## src/rtl/rf_pkg.sv

```systemverilog
// rtl/rf_pkg.sv - shared helpers and types for the scoreboarded register file
package rf_pkg;

    localparam int REG_ZERO = 0;

    // Address width for a register count; never below 1 so ports stay legal.
    function automatic int rf_aw(input int depth);
        return (depth > 1) ? $clog2(depth) : 1;
    endfunction

    typedef enum logic [1:0] {
        SB_HOLD = 2'd0,
        SB_SET  = 2'd1,
        SB_CLR  = 2'd2
    } sb_act_t;

endpackage

```

## src/rtl/rf_scoreboard_regfile_if.sv

```systemverilog
// rtl/rf_scoreboard_regfile_if.sv - decode/writeback bus into the register file
interface rf_scoreboard_regfile_if #(
    parameter int WIDTH = 32,
    parameter int DEPTH = 32
);
    import rf_pkg::*;

    localparam int AW = rf_aw(DEPTH);

    logic [AW-1:0]    A1;
    logic [AW-1:0]    A2;
    logic [WIDTH-1:0] RD1;
    logic [WIDTH-1:0] RD2;
    logic             RFWr;
    logic [AW-1:0]    A3;
    logic [WIDTH-1:0] WD;
    logic             iss_valid;
    logic             iss_we;
    logic [AW-1:0]    iss_rd;
    logic             stall;
    logic [AW:0]      pend_cnt;

    modport master (
        output A1, A2, RFWr, A3, WD, iss_valid, iss_we, iss_rd,
        input  RD1, RD2, stall, pend_cnt
    );

    modport slave (
        input  A1, A2, RFWr, A3, WD, iss_valid, iss_we, iss_rd,
        output RD1, RD2, stall, pend_cnt
    );

endinterface

```

## src/rtl/rf_busy_tbl.sv

```systemverilog
// rtl/rf_busy_tbl.sv - per-register busy bits, writeback-adjusted busy view, pending count
module rf_busy_tbl
    import rf_pkg::*;
#(
    parameter  int DEPTH = 32,
    localparam int AW    = rf_aw(DEPTH)
) (
    input  logic             clk,
    input  logic             rstn,
    input  logic             wb_en,
    input  logic [AW-1:0]    wb_addr,
    input  logic             set_en,
    input  logic [AW-1:0]    set_addr,
    output logic [DEPTH-1:0] busy,
    output logic [DEPTH-1:0] eff_busy,
    output logic [AW:0]      pend_cnt
);

    sb_act_t act [DEPTH];
    logic    inc;
    logic    dec;

    // A new issue to the same register beats the writeback that clears it.
    always_comb begin
        for (int i = 0; i < DEPTH; i++) begin
            act[i] = SB_HOLD;
            if (i != REG_ZERO) begin
                if (set_en && set_addr == AW'(i)) begin
                    act[i] = SB_SET;
                end else if (wb_en && wb_addr == AW'(i)) begin
                    act[i] = SB_CLR;
                end
            end
            eff_busy[i] = busy[i] && !(wb_en && wb_addr == AW'(i));
        end
    end

    always_ff @(posedge clk or negedge rstn) begin
        if (!rstn) begin
            busy <= '0;
        end else begin
            for (int i = 0; i < DEPTH; i++) begin
                case (act[i])
                    SB_SET:  busy[i] <= 1'b1;
                    SB_CLR:  busy[i] <= 1'b0;
                    default: busy[i] <= busy[i];
                endcase
            end
        end
    end

    always_comb begin
        inc = set_en && (set_addr != AW'(REG_ZERO)) && !busy[set_addr];
        dec = wb_en && (wb_addr != AW'(REG_ZERO)) && busy[wb_addr]
              && !(set_en && set_addr == wb_addr);
    end

    always_ff @(posedge clk or negedge rstn) begin
        if (!rstn) begin
            pend_cnt <= '0;
        end else begin
            case ({inc, dec})
                2'b10:   pend_cnt <= pend_cnt + 1'b1;
                2'b01:   pend_cnt <= pend_cnt - 1'b1;
                default: pend_cnt <= pend_cnt;
            endcase
        end
    end

endmodule

```

## src/rtl/rf_scoreboard_regfile.sv

```systemverilog
// rtl/rf_scoreboard_regfile.sv - 2R/1W register file with bypass and hazard scoreboard; RF_TRACE_EN adds a write trace
module rf_scoreboard_regfile
    import rf_pkg::*;
#(
    parameter int WIDTH  = 32,
    parameter int DEPTH  = 32,
    parameter int BYPASS = 1
) (
    input  logic                    clk,
    input  logic                    rstn,
    rf_scoreboard_regfile_if.slave  bus
);

    localparam int AW = rf_aw(DEPTH);

    logic [WIDTH-1:0] rf [DEPTH];
    logic             wr_ok;
    logic [DEPTH-1:0] busy;
    logic [DEPTH-1:0] eff_busy;
    logic [DEPTH-1:0] rd_busy;
    logic             set_en;
    logic             hz_a1;
    logic             hz_a2;
    logic             hz_rd;

    assign wr_ok = bus.RFWr && (bus.A3 != AW'(REG_ZERO));

    always_ff @(posedge clk or negedge rstn) begin
        if (!rstn) begin
            for (int i = 0; i < DEPTH; i++) begin
                rf[i] <= '0;
            end
        end else if (wr_ok) begin
            rf[bus.A3] <= bus.WD;
        end
    end

    always_comb begin
        if (bus.A1 == AW'(REG_ZERO)) begin
            bus.RD1 = '0;
        end else if ((BYPASS != 0) && bus.RFWr && bus.A3 == bus.A1) begin
            bus.RD1 = bus.WD;
        end else begin
            bus.RD1 = rf[bus.A1];
        end
    end

    always_comb begin
        if (bus.A2 == AW'(REG_ZERO)) begin
            bus.RD2 = '0;
        end else if ((BYPASS != 0) && bus.RFWr && bus.A3 == bus.A2) begin
            bus.RD2 = bus.WD;
        end else begin
            bus.RD2 = rf[bus.A2];
        end
    end

    // Without forwarding, a read only sees the writeback one cycle later, so
    // the read ports must keep waiting on the raw busy bit.
    assign rd_busy = (BYPASS != 0) ? eff_busy : busy;

    always_comb begin
        hz_a1     = (bus.A1 != AW'(REG_ZERO)) && rd_busy[bus.A1];
        hz_a2     = (bus.A2 != AW'(REG_ZERO)) && rd_busy[bus.A2];
        hz_rd     = bus.iss_we && (bus.iss_rd != AW'(REG_ZERO)) && eff_busy[bus.iss_rd];
        bus.stall = bus.iss_valid && (hz_a1 || hz_a2 || hz_rd);
        set_en    = bus.iss_valid && bus.iss_we && !bus.stall;
    end

    rf_busy_tbl #(
        .DEPTH (DEPTH)
    ) u_busy_tbl (
        .clk      (clk),
        .rstn     (rstn),
        .wb_en    (bus.RFWr),
        .wb_addr  (bus.A3),
        .set_en   (set_en),
        .set_addr (bus.iss_rd),
        .busy     (busy),
        .eff_busy (eff_busy),
        .pend_cnt (bus.pend_cnt)
    );

`ifdef RF_TRACE_EN
    always @(posedge clk) begin
        if (rstn && wr_ok) begin
            $display("R[%4X]=%8X", bus.A3, bus.WD);
            for (int i = 0; i < DEPTH; i++) begin
                $write("%8X%s", rf[i], ((i % 8) == 7) ? "\n" : " ");
            end
        end
    end
`endif

endmodule

```

## src/flat_wrapper.sv

```systemverilog
// flat-port wrapper written by rule: the top's interface ports become plain ports
module rf_scoreboard_regfile_flat import rf_pkg::*;
#(
    parameter int WIDTH  = 32,
    parameter int DEPTH  = 32,
    parameter int BYPASS = 1
)
  (clk, rstn, bus_A1, bus_A2, bus_RFWr, bus_A3, bus_WD, bus_iss_valid, bus_iss_we, bus_iss_rd, bus_RD1, bus_RD2, bus_stall, bus_pend_cnt);
  rf_scoreboard_regfile_if #(.WIDTH(WIDTH), .DEPTH(DEPTH)) bus_i ();
  input  logic clk;
  input  logic rstn;
  input wire logic [$bits(bus_i.A1)-1:0] bus_A1;
  input wire logic [$bits(bus_i.A2)-1:0] bus_A2;
  input wire logic [$bits(bus_i.RFWr)-1:0] bus_RFWr;
  input wire logic [$bits(bus_i.A3)-1:0] bus_A3;
  input wire logic [$bits(bus_i.WD)-1:0] bus_WD;
  input wire logic [$bits(bus_i.iss_valid)-1:0] bus_iss_valid;
  input wire logic [$bits(bus_i.iss_we)-1:0] bus_iss_we;
  input wire logic [$bits(bus_i.iss_rd)-1:0] bus_iss_rd;
  output wire logic [$bits(bus_i.RD1)-1:0] bus_RD1;
  output wire logic [$bits(bus_i.RD2)-1:0] bus_RD2;
  output wire logic [$bits(bus_i.stall)-1:0] bus_stall;
  output wire logic [$bits(bus_i.pend_cnt)-1:0] bus_pend_cnt;
  assign bus_i.A1 = bus_A1;
  assign bus_i.A2 = bus_A2;
  assign bus_i.RFWr = bus_RFWr;
  assign bus_i.A3 = bus_A3;
  assign bus_i.WD = bus_WD;
  assign bus_i.iss_valid = bus_iss_valid;
  assign bus_i.iss_we = bus_iss_we;
  assign bus_i.iss_rd = bus_iss_rd;
  assign bus_RD1 = bus_i.RD1;
  assign bus_RD2 = bus_i.RD2;
  assign bus_stall = bus_i.stall;
  assign bus_pend_cnt = bus_i.pend_cnt;
  rf_scoreboard_regfile #(.WIDTH(WIDTH), .DEPTH(DEPTH), .BYPASS(BYPASS)) u_core (.clk(clk), .rstn(rstn), .bus(bus_i));
endmodule
```

## config.mk

```make
export PLATFORM = sky130hd
export DESIGN_NAME = rf_scoreboard_regfile_flat
export DESIGN_NICKNAME = d
export VERILOG_FILES = /design/src/rtl/rf_pkg.sv /design/src/rtl/rf_scoreboard_regfile_if.sv /design/src/rtl/rf_busy_tbl.sv /design/src/rtl/rf_scoreboard_regfile.sv /design/src/flat_wrapper.sv
export SDC_FILE = /design/constraint.sdc
export NUM_CORES = 2
export LEC_CHECK = 0
export ABC_AREA = 0
export CORE_MARGIN = 3
export CORE_UTILIZATION = 51
export CTS_CLUSTER_DIAMETER = 50
export DETAILED_ROUTE_END_ITERATION = 10
export PLACE_DENSITY = 0.67
export SYNTH_ARGS = -nofsm -noshare
export SYNTH_HDL_FRONTEND = slang
export SYNTH_SLANG_ARGS = --single-unit
```

## constraint.sdc

```tcl
create_clock -name clk -period 4.9 [get_ports clk]
set_input_delay 1.225 -clock clk [delete_from_list [all_inputs] [get_ports clk]]
set_output_delay 1.225 -clock clk [all_outputs]
set_load 0.005 [all_outputs]
```

==> summary.md <==
| Metric | Value |
|---|---|
| Hold depth | `0` |
| Antenna violations before repair | `1` |
| Clock Latency Late Sink | `between 0.7 and 0.8 ns` |
| Synth Register Bits | `1061` |
| Cells taking the most area after synthesis | `dfrtp_1 (46%), mux4_2 (25%), mux2_2 (19%)` |
| Slew Limit Fails | `0` |
| CP top delay family | `buffers and inverters` |
| Crit path depth | `14` |
| Failing checks | `negative setup slack` |
| Fin crit period | `just under 5 ns` |
| Final hold violation count | `0` |
| Vias per inst | `6.70` |
| Skew final | `~0.024 ns` |
| Total grt overflow | `0` |
| Die ar. | `around 120000 µm²` |
| CTS clk-pin slew, worst paths | `~0.05 ns` |
| Largest net degree at the start of global routing | `150` |
| DP Worst Slack | `-0.598 ns` |
| Post-synth top flop | `dfrtp_1` |
| Post-synth EDFFs | `0` |
| Worst Setup End Kind | `output port` |
| Root buf cell | `clkbuf_16` |
| Drt drc | `0` |
| Diodes inserted | `0` |
| Worst-Margin Slew | `1.10 ns` |
| Max incr delay on CP | `approximately 0.33 ns` |
| CTS H-tree depth | `4` |
| DIE HEIGHT | `between 300 and 400 µm` |
| CP max FO | `6` |
| Drt pass-1 iters | `5` |
| Total GRT Usage | `between 30% and 40%` |
| Synth cell types | `75` |
| Non-filler cells, final | `5675` |
| CP required | `around 3.7 ns` |
| Vias | `between 30000 and 40000` |
| Row cnt | `roughly 120` |
| Area grow syn2layout | `20.1%` |
| Nets | `between 4000 and 5000` |
| Cells after Synth | `~3800` |
| Reg2Reg Setup Slack | `roughly 1 ns` |
| Final period util | `101%` |
| Max-cap violation count | `0` |
| Cts bufs inserted | `roughly 130` |
| Fraction of layout cells with a size suffix above 1 | `between 50 and 60%` |
| Starting Density | `between 50 and 60%` |
| Synthesized Nets | `roughly 3800` |
| Maximum clock path buffer count | `3` |
| Crit path buf inv count | `6` |
| CORE AREA | `113000 µm²` |
| CP cell instances | `dlygate4sd2_1 > buf_6 > buf_4 > and4bb_2 > a21boi_2 > buf_4 > a211o_1 > a21oi_2 > a2111oi_4 > buf_4 > nor4_4 > and3_4 > nor2b_1 > clkdlybuf4s15_1` |
| Reg2Reg Depth | `19` |
| Wire per inst | `around 32 µm` |
| Most frequent CP cell | `buf_4` |
| Leak pwr | `30.5 nW` |
| CTS tree | `yes` |
| PD cells | `406 nW/µm²` |
| Yosys top cell by area | `dfrtp_1` |
| DRT antenna net count | `0` |
| DP Wirelength | `about 110 mm` |
| Worst hold path class | `register to register` |
| Yosys warns | `0` |
| Initial DRC Count | `approximately 3500` |
| Mapped cell area | `approximately 58000 µm²` |
| Final setup viols | `1` |
| CP max-delay cell | `and4bb_2` |
| I/O Pins | `between 100 and 150` |
| Placed insts | `5400` |
| RSZ-0062 raised after global routing | `true` |
| Worst EP arrival | `approximately 3.7 ns` |
| Fmax | `roughly 200 MHz` |
| # fillers | `roughly 8300` |
| Syn_area_per_cell | `between 15 and 20 µm²` |
| Startpoint Class | `input pin` |
| PnR worst setup slack | `-0.0429 ns` |
| Post-synth top area share | `between 40% and 50%` |
| Register area share after synthesis | `a little under half` |
| Asr flop ratio synth | `between 90% and 100%` |
| Vias in the first global route | `39400` |
| Port bufs | `127` |
| Clock Sinks | `~1100` |
| WL final | `183 mm` |
| WS Path Type | `input pin to output port` |
| First-pass GRT wire length | `roughly 270 mm` |
| Chip width | `343 µm` |
| Worst slew margin | `around a quarter` |
| Final GP Congestion | `0.965` |
| Peak supply drop | `0.374 mV` |
| Status | `finished, violations left` |
[timing repair]
item	CTS	global route
cloned	5	2
resized for setup	103	47
endpoints found under the setup margin	65	41
buffers inserted	29	4
pin swaps	14	4
hold buffers	0	0
[cells in the mapped netlist (13+ instances only)]
library cell and instances:
mux4_2 647, o21ai_1 27, buf_4 18, o21ai_2 13
clkbuf_1 290, a211oi_1 86, nand3_1 16, buf_1 57
buf_2 63, nand2_1 135, nand2b_1 13, and2_1 14
mux2_2 961, nor2_1 98, mux2i_1 88, dfrtp_1 1061
o21ai_0 24, xor2_1 14, a21oi_1 29
[metal layers]
| layer | vias to the layer above | GRT usage [%] | part of all wire (%) |
|---|---|---|---|
| li1 | 15300 | - | - |
| met1 | 20500 | 45.0 | 41 |
| met2 | 1763 | 47.6 | 46 |
| met3 | 400 | 7.12 | 8.5 |
| met4 | 0 | 12.6 | 4.4 |
| met5 | - | 0 | 0 |
[area by class of cell]
class                   instances  area [µm²]  area share [%]
clock buffers                 178        3790            5.44
clock inverters                58         847            1.22
inverters                       6        40.0          0.0574
multi-input cells            2275       30200            43.3
flip-flops and latches       1061       26600            38.1
well taps                    1500        1880            2.69
repair buffers                597        6420            9.21
[placed cells by master (no fill, tap or decap), drive strengths merged, types with 14 or more instances in the layout]
master,instances
a211oi,86
a21oi,29
and2,14
buf,475
bufinv,16
clkbuf,180
clkdlybuf4s50,53
clkinv,15
dfrtp,1061
dlygate4sd2,34
dlymetal6s2s,29
inv,22
mux2,961
mux2i,88
mux4,647
nand2,137
nand3,18
nor2,98
o21ai,64
xor2,14
[report_power, final]
group | internal (mW) | switching (mW)
registers | 10.4 | 1.31
clock network | 6.32 | 3.99
logic | 3.99 | 2.26
[per-stage QoR]
stage / instance area, µm² / hold slack, ns / power, mW / TNS (ns) / utilization, %
after floorplan: 58100 / 0.441 / 15.6 / 0 / -
after global placement: 64200 / 0.379 / 17.8 / -23.38 / 56.9
after detailed placement: 64200 / 0.384 / 18.0 / -24.25 / 56.9
after CTS: 69400 / 0.388 / 28.4 / -0.0369 / 61.6
after global routing: 69700 / 0.404 / 29.4 / -0.131 / 61.8
final: 69700 / 0.394 / 28.3 / -0.0429 / 61.8
[kinds of logic (layout without fill, tap and decap cells)]
| group | Yosys count | in the layout | synth area share, % |
|---|---|---|---|
| adders and majority gates | 6 | 6 | 0.142 |
| buffers and inverters | 441 | 839 | 3.19 |
| muxes | 1696 | 1696 | 45.2 |
| AOI/OAI and AO/OA | 217 | 217 | 2.54 |
| and+or+nand+nor | 334 | 334 | 2.83 |
| xor gates and xnor gates | 22 | 22 | 0.332 |
| DFF | 1061 | 1061 | 45.7 |
[final timing paths]
kind,startpoint,to
min reg2reg,u_core.rf[1016]$_DFFE_PN0P_,u_core.rf[1016]$_DFFE_PN0P_
max reg2reg,u_core.u_busy_tbl.busy[13]$_DFFE_PN0P_,u_core.u_busy_tbl.pend_cnt[5]$_DFFE_PN0P_
max in group asynchronous,rstn,u_core.rf[108]$_DFFE_PN0P_
max,bus_A3[2],bus_stall
min in group asynchronous,rstn,u_core.rf[806]$_DFFE_PN0P_
min,u_core.rf[1016]$_DFFE_PN0P_,u_core.rf[1016]$_DFFE_PN0P_
[sequential cells by signal, indices dropped and copies added (netlist names)]
register / cells
u_core.u_busy_tbl.pend_cnt: 6
u_core.u_busy_tbl.busy: 31
u_core.rf: 1024
(Power assumes the default switching activity.)
